<file path="src/rtl/iq_pkg.sv">
// Shared types and helpers for the multi-wide instruction queue.
package iq_pkg;

    localparam int unsigned IQ_WIDTH = 32;
    localparam int unsigned IQ_PC_W  = 32;

    // One queued instruction with its fetch PC.
    typedef struct packed {
        logic [IQ_WIDTH-1:0] instr;
        logic [IQ_PC_W-1:0]  pc;
    } iq_entry_t;

    // Pointer advance modulo the queue depth; the caller truncates to pointer width.
    function automatic int unsigned ptr_add(input int unsigned base,
                                            input int unsigned off,
                                            input int unsigned depth);
        return (base + off) % depth;
    endfunction

    // Number of set bits among the lowest n bits of v.
    function automatic int unsigned prefix_popcount(input logic [31:0] v,
                                                    input int unsigned n);
        int unsigned c;
        c = 0;
        for (int unsigned i = 0; i < 32; i++) begin
            if ((i < n) && v[i]) begin
                c = c + 1;
            end else begin
                c = c;
            end
        end
        return c;
    endfunction

    // True when the set bits of v form a contiguous run starting at bit 0.
    function automatic logic is_prefix(input logic [31:0] v);
        return (v & (v + 32'd1)) == 32'd0;
    endfunction

endpackage

</file>
<file path="src/rtl/instr_queue_nway_chk.sv">
// Protocol and invariant checks for instr_queue_nway.
module instr_queue_nway_chk
    import iq_pkg::*;
#(
    parameter int unsigned DEPTH     = 16,
    parameter int unsigned ENQ_WIDTH = 2,
    parameter int unsigned DEQ_WIDTH = 2
) (
    input logic                           clk,
    input logic                           rst,
    input logic [ENQ_WIDTH-1:0]           enq_valid,
    input logic [$clog2(DEQ_WIDTH+1)-1:0] deq_take,
    input logic [$clog2(DEPTH+1)-1:0]     count
);

    if (!(((DEPTH & (DEPTH - 1)) == 0) && (DEPTH >= ENQ_WIDTH) && (DEPTH >= DEQ_WIDTH))) begin : g_bad_params
        $error("instr_queue_nway: DEPTH must be a power of 2 and at least max(ENQ_WIDTH, DEQ_WIDTH)");
    end

    a_enq_prefix: assert property (@(posedge clk) disable iff (rst)
        is_prefix(32'(enq_valid)))
        else $error("enq_valid is not a contiguous prefix from slot 0");

    a_take_overrun: assert property (@(posedge clk) disable iff (rst)
        32'(deq_take) <= ((32'(count) < DEQ_WIDTH) ? 32'(count) : DEQ_WIDTH))
        else $error("deq_take exceeds the number of valid dequeue slots");

    a_count_bound: assert property (@(posedge clk) disable iff (rst)
        32'(count) <= DEPTH)
        else $error("occupancy exceeds DEPTH");

endmodule

</file>
<file path="src/rtl/instr_queue_nway.sv">
// Multi-wide circular instruction queue between fetch and decode/rename.
// Up to ENQ_WIDTH entries in and DEQ_WIDTH entries out per cycle, with flush.
module instr_queue_nway
    import iq_pkg::*;
#(
    parameter int unsigned WIDTH     = 32,
    parameter int unsigned DEPTH     = 16,
    parameter int unsigned ENQ_WIDTH = 2,
    parameter int unsigned DEQ_WIDTH = 2
) (
    input  logic                                clk,
    input  logic                                rst,
    input  logic                                flush,
    input  logic [ENQ_WIDTH-1:0]                enq_valid,
    input  logic [ENQ_WIDTH-1:0][WIDTH-1:0]     enq_instr,
    input  logic [ENQ_WIDTH-1:0][31:0]          enq_pc,
    output logic                                enq_ready,
    output logic [DEQ_WIDTH-1:0]                deq_valid,
    output logic [DEQ_WIDTH-1:0][WIDTH-1:0]     deq_instr,
    output logic [DEQ_WIDTH-1:0][31:0]          deq_pc,
    input  logic [$clog2(DEQ_WIDTH+1)-1:0]      deq_take,
    output logic [$clog2(DEPTH+1)-1:0]          count
);

    localparam int unsigned PTR_W = $clog2(DEPTH);
    localparam int unsigned CNT_W = $clog2(DEPTH + 1);

    logic [PTR_W-1:0] head_q, head_d;
    logic [PTR_W-1:0] tail_q, tail_d;
    logic [CNT_W-1:0] count_q, count_d;
    logic [WIDTH-1:0] mem_instr_q [DEPTH];
    logic [WIDTH-1:0] mem_instr_d [DEPTH];
    logic [31:0]      mem_pc_q    [DEPTH];
    logic [31:0]      mem_pc_d    [DEPTH];

    logic             enq_fire;
    logic [CNT_W-1:0] enq_num;
    logic [CNT_W-1:0] take_num;
    logic [CNT_W-1:0] avail;

    // Room check uses registered occupancy only, so a same-cycle take never raises it.
    always_comb begin
        enq_ready = (CNT_W'(DEPTH) - count_q) >= CNT_W'(ENQ_WIDTH);
    end

    // Next pointers, occupancy and storage writes; flush discards the in-flight transfer.
    always_comb begin
        avail    = (count_q > CNT_W'(DEQ_WIDTH)) ? CNT_W'(DEQ_WIDTH) : count_q;
        take_num = (CNT_W'(deq_take) > avail) ? avail : CNT_W'(deq_take);
        enq_fire = enq_ready && !flush;
        if (enq_fire) begin
            enq_num = CNT_W'(prefix_popcount(32'(enq_valid), ENQ_WIDTH));
        end else begin
            enq_num = {CNT_W{1'b0}};
        end

        mem_instr_d = mem_instr_q;
        mem_pc_d    = mem_pc_q;
        for (int unsigned k = 0; k < ENQ_WIDTH; k++) begin
            if (enq_fire && enq_valid[k]) begin
                mem_instr_d[PTR_W'(ptr_add(32'(tail_q), k, DEPTH))] = enq_instr[k];
                mem_pc_d[PTR_W'(ptr_add(32'(tail_q), k, DEPTH))]    = enq_pc[k];
            end else begin
                mem_instr_d = mem_instr_d;
            end
        end

        if (flush) begin
            head_d  = {PTR_W{1'b0}};
            tail_d  = {PTR_W{1'b0}};
            count_d = {CNT_W{1'b0}};
        end else begin
            head_d  = PTR_W'(ptr_add(32'(head_q), 32'(take_num), DEPTH));
            tail_d  = PTR_W'(ptr_add(32'(tail_q), 32'(enq_num), DEPTH));
            count_d = count_q + enq_num - take_num;
        end
    end

    // Pointer and occupancy registers; reset outranks flush.
    always_ff @(posedge clk) begin
        if (rst) begin
            head_q  <= {PTR_W{1'b0}};
            tail_q  <= {PTR_W{1'b0}};
            count_q <= {CNT_W{1'b0}};
        end else begin
            head_q  <= head_d;
            tail_q  <= tail_d;
            count_q <= count_d;
        end
    end

    // Entry storage; contents are qualified by occupancy so it needs no reset.
    always_ff @(posedge clk) begin
        mem_instr_q <= mem_instr_d;
        mem_pc_q    <= mem_pc_d;
    end

    // Present the oldest entries, zeroing slots that hold nothing.
    always_comb begin
        count = count_q;
        for (int unsigned i = 0; i < DEQ_WIDTH; i++) begin
            deq_valid[i] = count_q > CNT_W'(i);
            if (deq_valid[i]) begin
                deq_instr[i] = mem_instr_q[PTR_W'(ptr_add(32'(head_q), i, DEPTH))];
                deq_pc[i]    = mem_pc_q[PTR_W'(ptr_add(32'(head_q), i, DEPTH))];
            end else begin
                deq_instr[i] = {WIDTH{1'b0}};
                deq_pc[i]    = 32'd0;
            end
        end
    end

    instr_queue_nway_chk #(
        .DEPTH     (DEPTH),
        .ENQ_WIDTH (ENQ_WIDTH),
        .DEQ_WIDTH (DEQ_WIDTH)
    ) u_chk (
        .clk       (clk),
        .rst       (rst),
        .enq_valid (enq_valid),
        .deq_take  (deq_take),
        .count     (count_q)
    );

endmodule
</file>
<file path="config.mk">
export PLATFORM = sky130hd
export DESIGN_NAME = instr_queue_nway
export DESIGN_NICKNAME = d
export VERILOG_FILES = /design/src/rtl/iq_pkg.sv /design/src/rtl/instr_queue_nway_chk.sv /design/src/rtl/instr_queue_nway.sv
export SDC_FILE = /design/constraint.sdc
export NUM_CORES = 2
export LEC_CHECK = 0
export BUFFER_PORTS_ARGS = -buffer_cell sky130_fd_sc_hd__buf_2
export CAP_MARGIN = 20
export CORE_UTILIZATION = 35
export CTS_BUF_LIST = sky130_fd_sc_hd__clkbuf_4 sky130_fd_sc_hd__clkbuf_8
export CTS_CLUSTER_DIAMETER = 50
export DETAILED_ROUTE_END_ITERATION = 6
export GPL_TIMING_DRIVEN = 1
export PLACE_DENSITY = 0.56
export SETUP_SLACK_MARGIN = 0.2
export SLEW_MARGIN = 10
export SYNTH_ARGS = -nofsm -noshare
export SYNTH_HDL_FRONTEND = slang
export SYNTH_SLANG_ARGS = --single-unit
</file>
<file path="constraint.sdc">
create_clock -name clk -period 4.95 [get_ports clk]
set_clock_uncertainty 0.1 [all_clocks]
set_input_delay 0.495 -clock clk [delete_from_list [all_inputs] [get_ports clk]]
set_output_delay 0.495 -clock clk [all_outputs]
set_load 0.05 [all_outputs]
</file>
==> impl_metrics.env <==
export IMPL_reg2reg_depth=11
export IMPL_dp_hpwl_um=146000
export IMPL_fin_crit_ps=4720
export IMPL_final_period_utilization=0.954
export IMPL_crit_slowest_cell="a211oi_1"
export IMPL_start_util=0.354
export IMPL_drive_gt1_frac=0.215
export IMPL_drt_iter0_drc=8141
export IMPL_synth_area_top_cells="dfxtp_1, mux4_2, o21ai_0, a31oi_1, clkbuf_1"
export IMPL_synth_area_leader_cell="dfxtp_1"
export IMPL_tightest_slew_ps=1240
export IMPL_status="finished clean"
export IMPL_vias_per_cell=6.87
export IMPL_cp_arrival_ps=4130
export IMPL_clk_pin_slew_worst_paths_ps=60
export IMPL_drcViolationCount=0
export IMPL_required_ps=4360
export IMPL_netlist_area_sq_mm=0.0602
export IMPL_port_buffers=270
export IMPL_dr_pass1_iters=6
export IMPL_vias=60100
export IMPL_hold_path_endpoint="tail_q[0]"
export IMPL_drv_cap=0
export IMPL_place_congestion=0.835
export IMPL_yosysWarnings=0
export IMPL_ys_seq_area_frac=0.345
export IMPL_worstHoldPathCells=5
export IMPL_regArea_sq_mm=0.0208
export IMPL_cts_buffer_depth=3
export IMPL_crit_type="flip-flop to primary output"
export IMPL_start_kind="flip-flop"
export IMPL_synth_ff_type="dfxtp_1"
export IMPL_rr_endpoint="mem_pc_q[425]"
export IMPL_async_reset_ff_frac=0
export IMPL_core_area_sq_mm=0.170
export IMPL_setup_viol=0
export IMPL_grt_pass1_wl_um=407000
export IMPL_crit_family="buffers and inverters"
export IMPL_cts_buffers=185
export IMPL_tns_ps=0
export IMPL_clock_latency_ps=970
export IMPL_grt_max_degree=182
export IMPL_yosys_register_bits=1037
export IMPL_r2r_start="count[1]"
export IMPL_syn_area_per_cell_sq_um=9.35
export IMPL_p_total_uw=41200
export IMPL_fmax_mhz=212
export IMPL_root_buffer="clkbuf_8"
export IMPL_critical_path_max_stage_delay_ps=920
export IMPL_nFillCells=16600
export IMPL_hold_class="input pin to flip-flop"
export IMPL_synth_edf_count=0
export IMPL_path_buf_inv=2
export IMPL_grt_pass1_vias=58100
export IMPL_finalMaxSlewViolations=0
export IMPL_worst_setup_path_end_kind="primary output"
export IMPL_fin_nets=6540
export IMPL_h_tree_depth=4
export IMPL_dieHeight_um=417
export IMPL_multi_input_area_sq_mm=0.0359
export IMPL_layoutNonFillerInstCount=8745
export IMPL_dieWidth_um=417
export IMPL_antenna_left=0
export IMPL_die_area_sq_mm=0.174
export IMPL_synth_top_area_frac=0.345
export IMPL_cts_tree="yes"
export IMPL_area_growth_pct=14.4
export IMPL_wl_um=283000
export IMPL_crit_path_cell_trace="ha_4 > xor2_4 > buf_12 > mux2i_1 > a211oi_1 > buf_2"
export IMPL_path_max_fanout=96
export IMPL_p_leak_uw=0.0233
export IMPL_std_cell_rows=151
export IMPL_cts_sinks=1037
export IMPL_placed_cells=8206
export IMPL_rsz0062_at_grt="no"
export IMPL_syn_inst=6431
export IMPL_hold_violations=0
export IMPL_grt_total_usage=0.316
export IMPL_grt_overflow=0
export IMPL_pin_count=271
export IMPL_p_per_area_mw_per_mm2=599
export IMPL_r2r_slack_ps=510
export IMPL_antenna_found_initial=27
export IMPL_mostFrequentLayoutCell="dfxtp_1"
export IMPL_yosysUniqueCellTypes=52
export IMPL_wl_per_cell_um=32.4
export IMPL_ir_worst_vdd_uv=779
export IMPL_slew_headroom=0.177
export IMPL_final_cell_mix="dfxtp_1, o21ai_0, a31oi_1"
export IMPL_hold_start="enq_valid[0]"
[cell usage after synthesis (all sizes together) (2+ instances only)]
cell,number
dfxtp,1037
o21ai,830
clkbuf,617
nand2,589
a31oi,582
mux4,576
nor3,391
nor2,335
buf,253
a2bb2oi,250
o22a,192
nand3,141
and2,138
a211oi,131
o22ai,128
nor2b,69
mux2i,65
ha,20
inv,14
and3,9
a2111oi,7
a21oi,7
o211ai,7
xor2,6
a21o,5
or2,5
fa,4
nand2b,4
xnor2,4
nor3b,3
a211o,2
conb,2
[how the worst max path moves through the flow]
stage              start    endpoint  slack (ps)  cells past startpoint
2_1_floorplan   count[1]    count[4]         520                     17
3_3_place_gp    count[1]    count[4]         650                     15
3_5_place_dp    count[1]    count[4]         720                     15
4_1_cts         count[1]   enq_ready         160                     10
5_1_grt         count[1]   enq_ready         240                     10
6_report       head_q[0]  deq_pc[62]         230                      6
[cell families (layout without fill, tap and decap cells)]
kind of cell               after synthesis  count (layout)  synth area share
muxes                                  642             642             0.227
AOI/OAI and AO/OA                     2144            2144             0.230
DFF                                   1037            1037             0.345
other                                    2              13          0.000125
xor gates and xnor gates                10              10           0.00146
adders and majority gates               24              24           0.00549
and+or+nand+nor                       1688            1688             0.127
buffers and inverters                  884             969            0.0648
[final cells by class]
type,instances,share of cell area
timing repair buffer,632,0.0788
tap,2218,0.0403
inverter,14,0.000782
sequential,1037,0.302
multi-input combinational,4511,0.522
antenna,10,0.000364
clock buffer,292,0.0521
clock inverter,31,0.00387
[power breakdown]
| group | leakage, uW | internal (uW) | switching (uW) |
|---|---|---|---|
| registers | 0.00845 | 9610 | 932 |
| clock network | 0.00205 | 4690 | 4000 |
| logic | 0.0128 | 7560 | 14400 |
[per-stage QoR]
stage / utilization / area, sq um / setup slack, ps / hold WS (ps)
floorplan: - / 60200 / 516 / 348
global placement: 0.369 / 62800 / 648 / 358
detailed placement: 0.369 / 62800 / 719 / 370
CTS: 0.404 / 68700 / 157 / 84.2
global route: 0.405 / 68800 / 235 / 174
finish: 0.405 / 68800 / 227 / 144
[worst register-to-register path: cells and delay by family, from the launching register on]
family,cells,cell delay [ps]
compound gates,3,1340
fa+ha+maj,2,550
buf+inv,3,1210
flops,1,470
simple gates,3,680
[state kept, by name, indices dropped and copies added (netlist names)]
| register | flops |
|---|---|
| tail_q | 4 |
| mem_instr_q | 512 |
| count | 5 |
| head_q | 4 |
| mem_pc_q | 512 |
[repair_timing]
action                                  4_1_cts  5_1_grt
hold buffers                                195        0
buffers inserted                              1        7
gates resized for setup                       2        1
endpoints found under the setup margin       23        6
pin swaps                                     1        1
hold endpoints to repair                   1018        0
cloned                                        3        0
[metal layers]
metal / wire (um) / part of all wire / GRT usage / vias up
met5: 108 / 0.00038 / 0 / -
met4: 18000 / 0.064 / 0.182 / 14
met3: 35900 / 0.13 / 0.0756 / 1130
met2: 126000 / 0.45 / 0.492 / 4951
met1: 103000 / 0.36 / 0.400 / 29500
li1: - / - / - / 24500
Note: power is estimated with default switching activity, not from simulation.
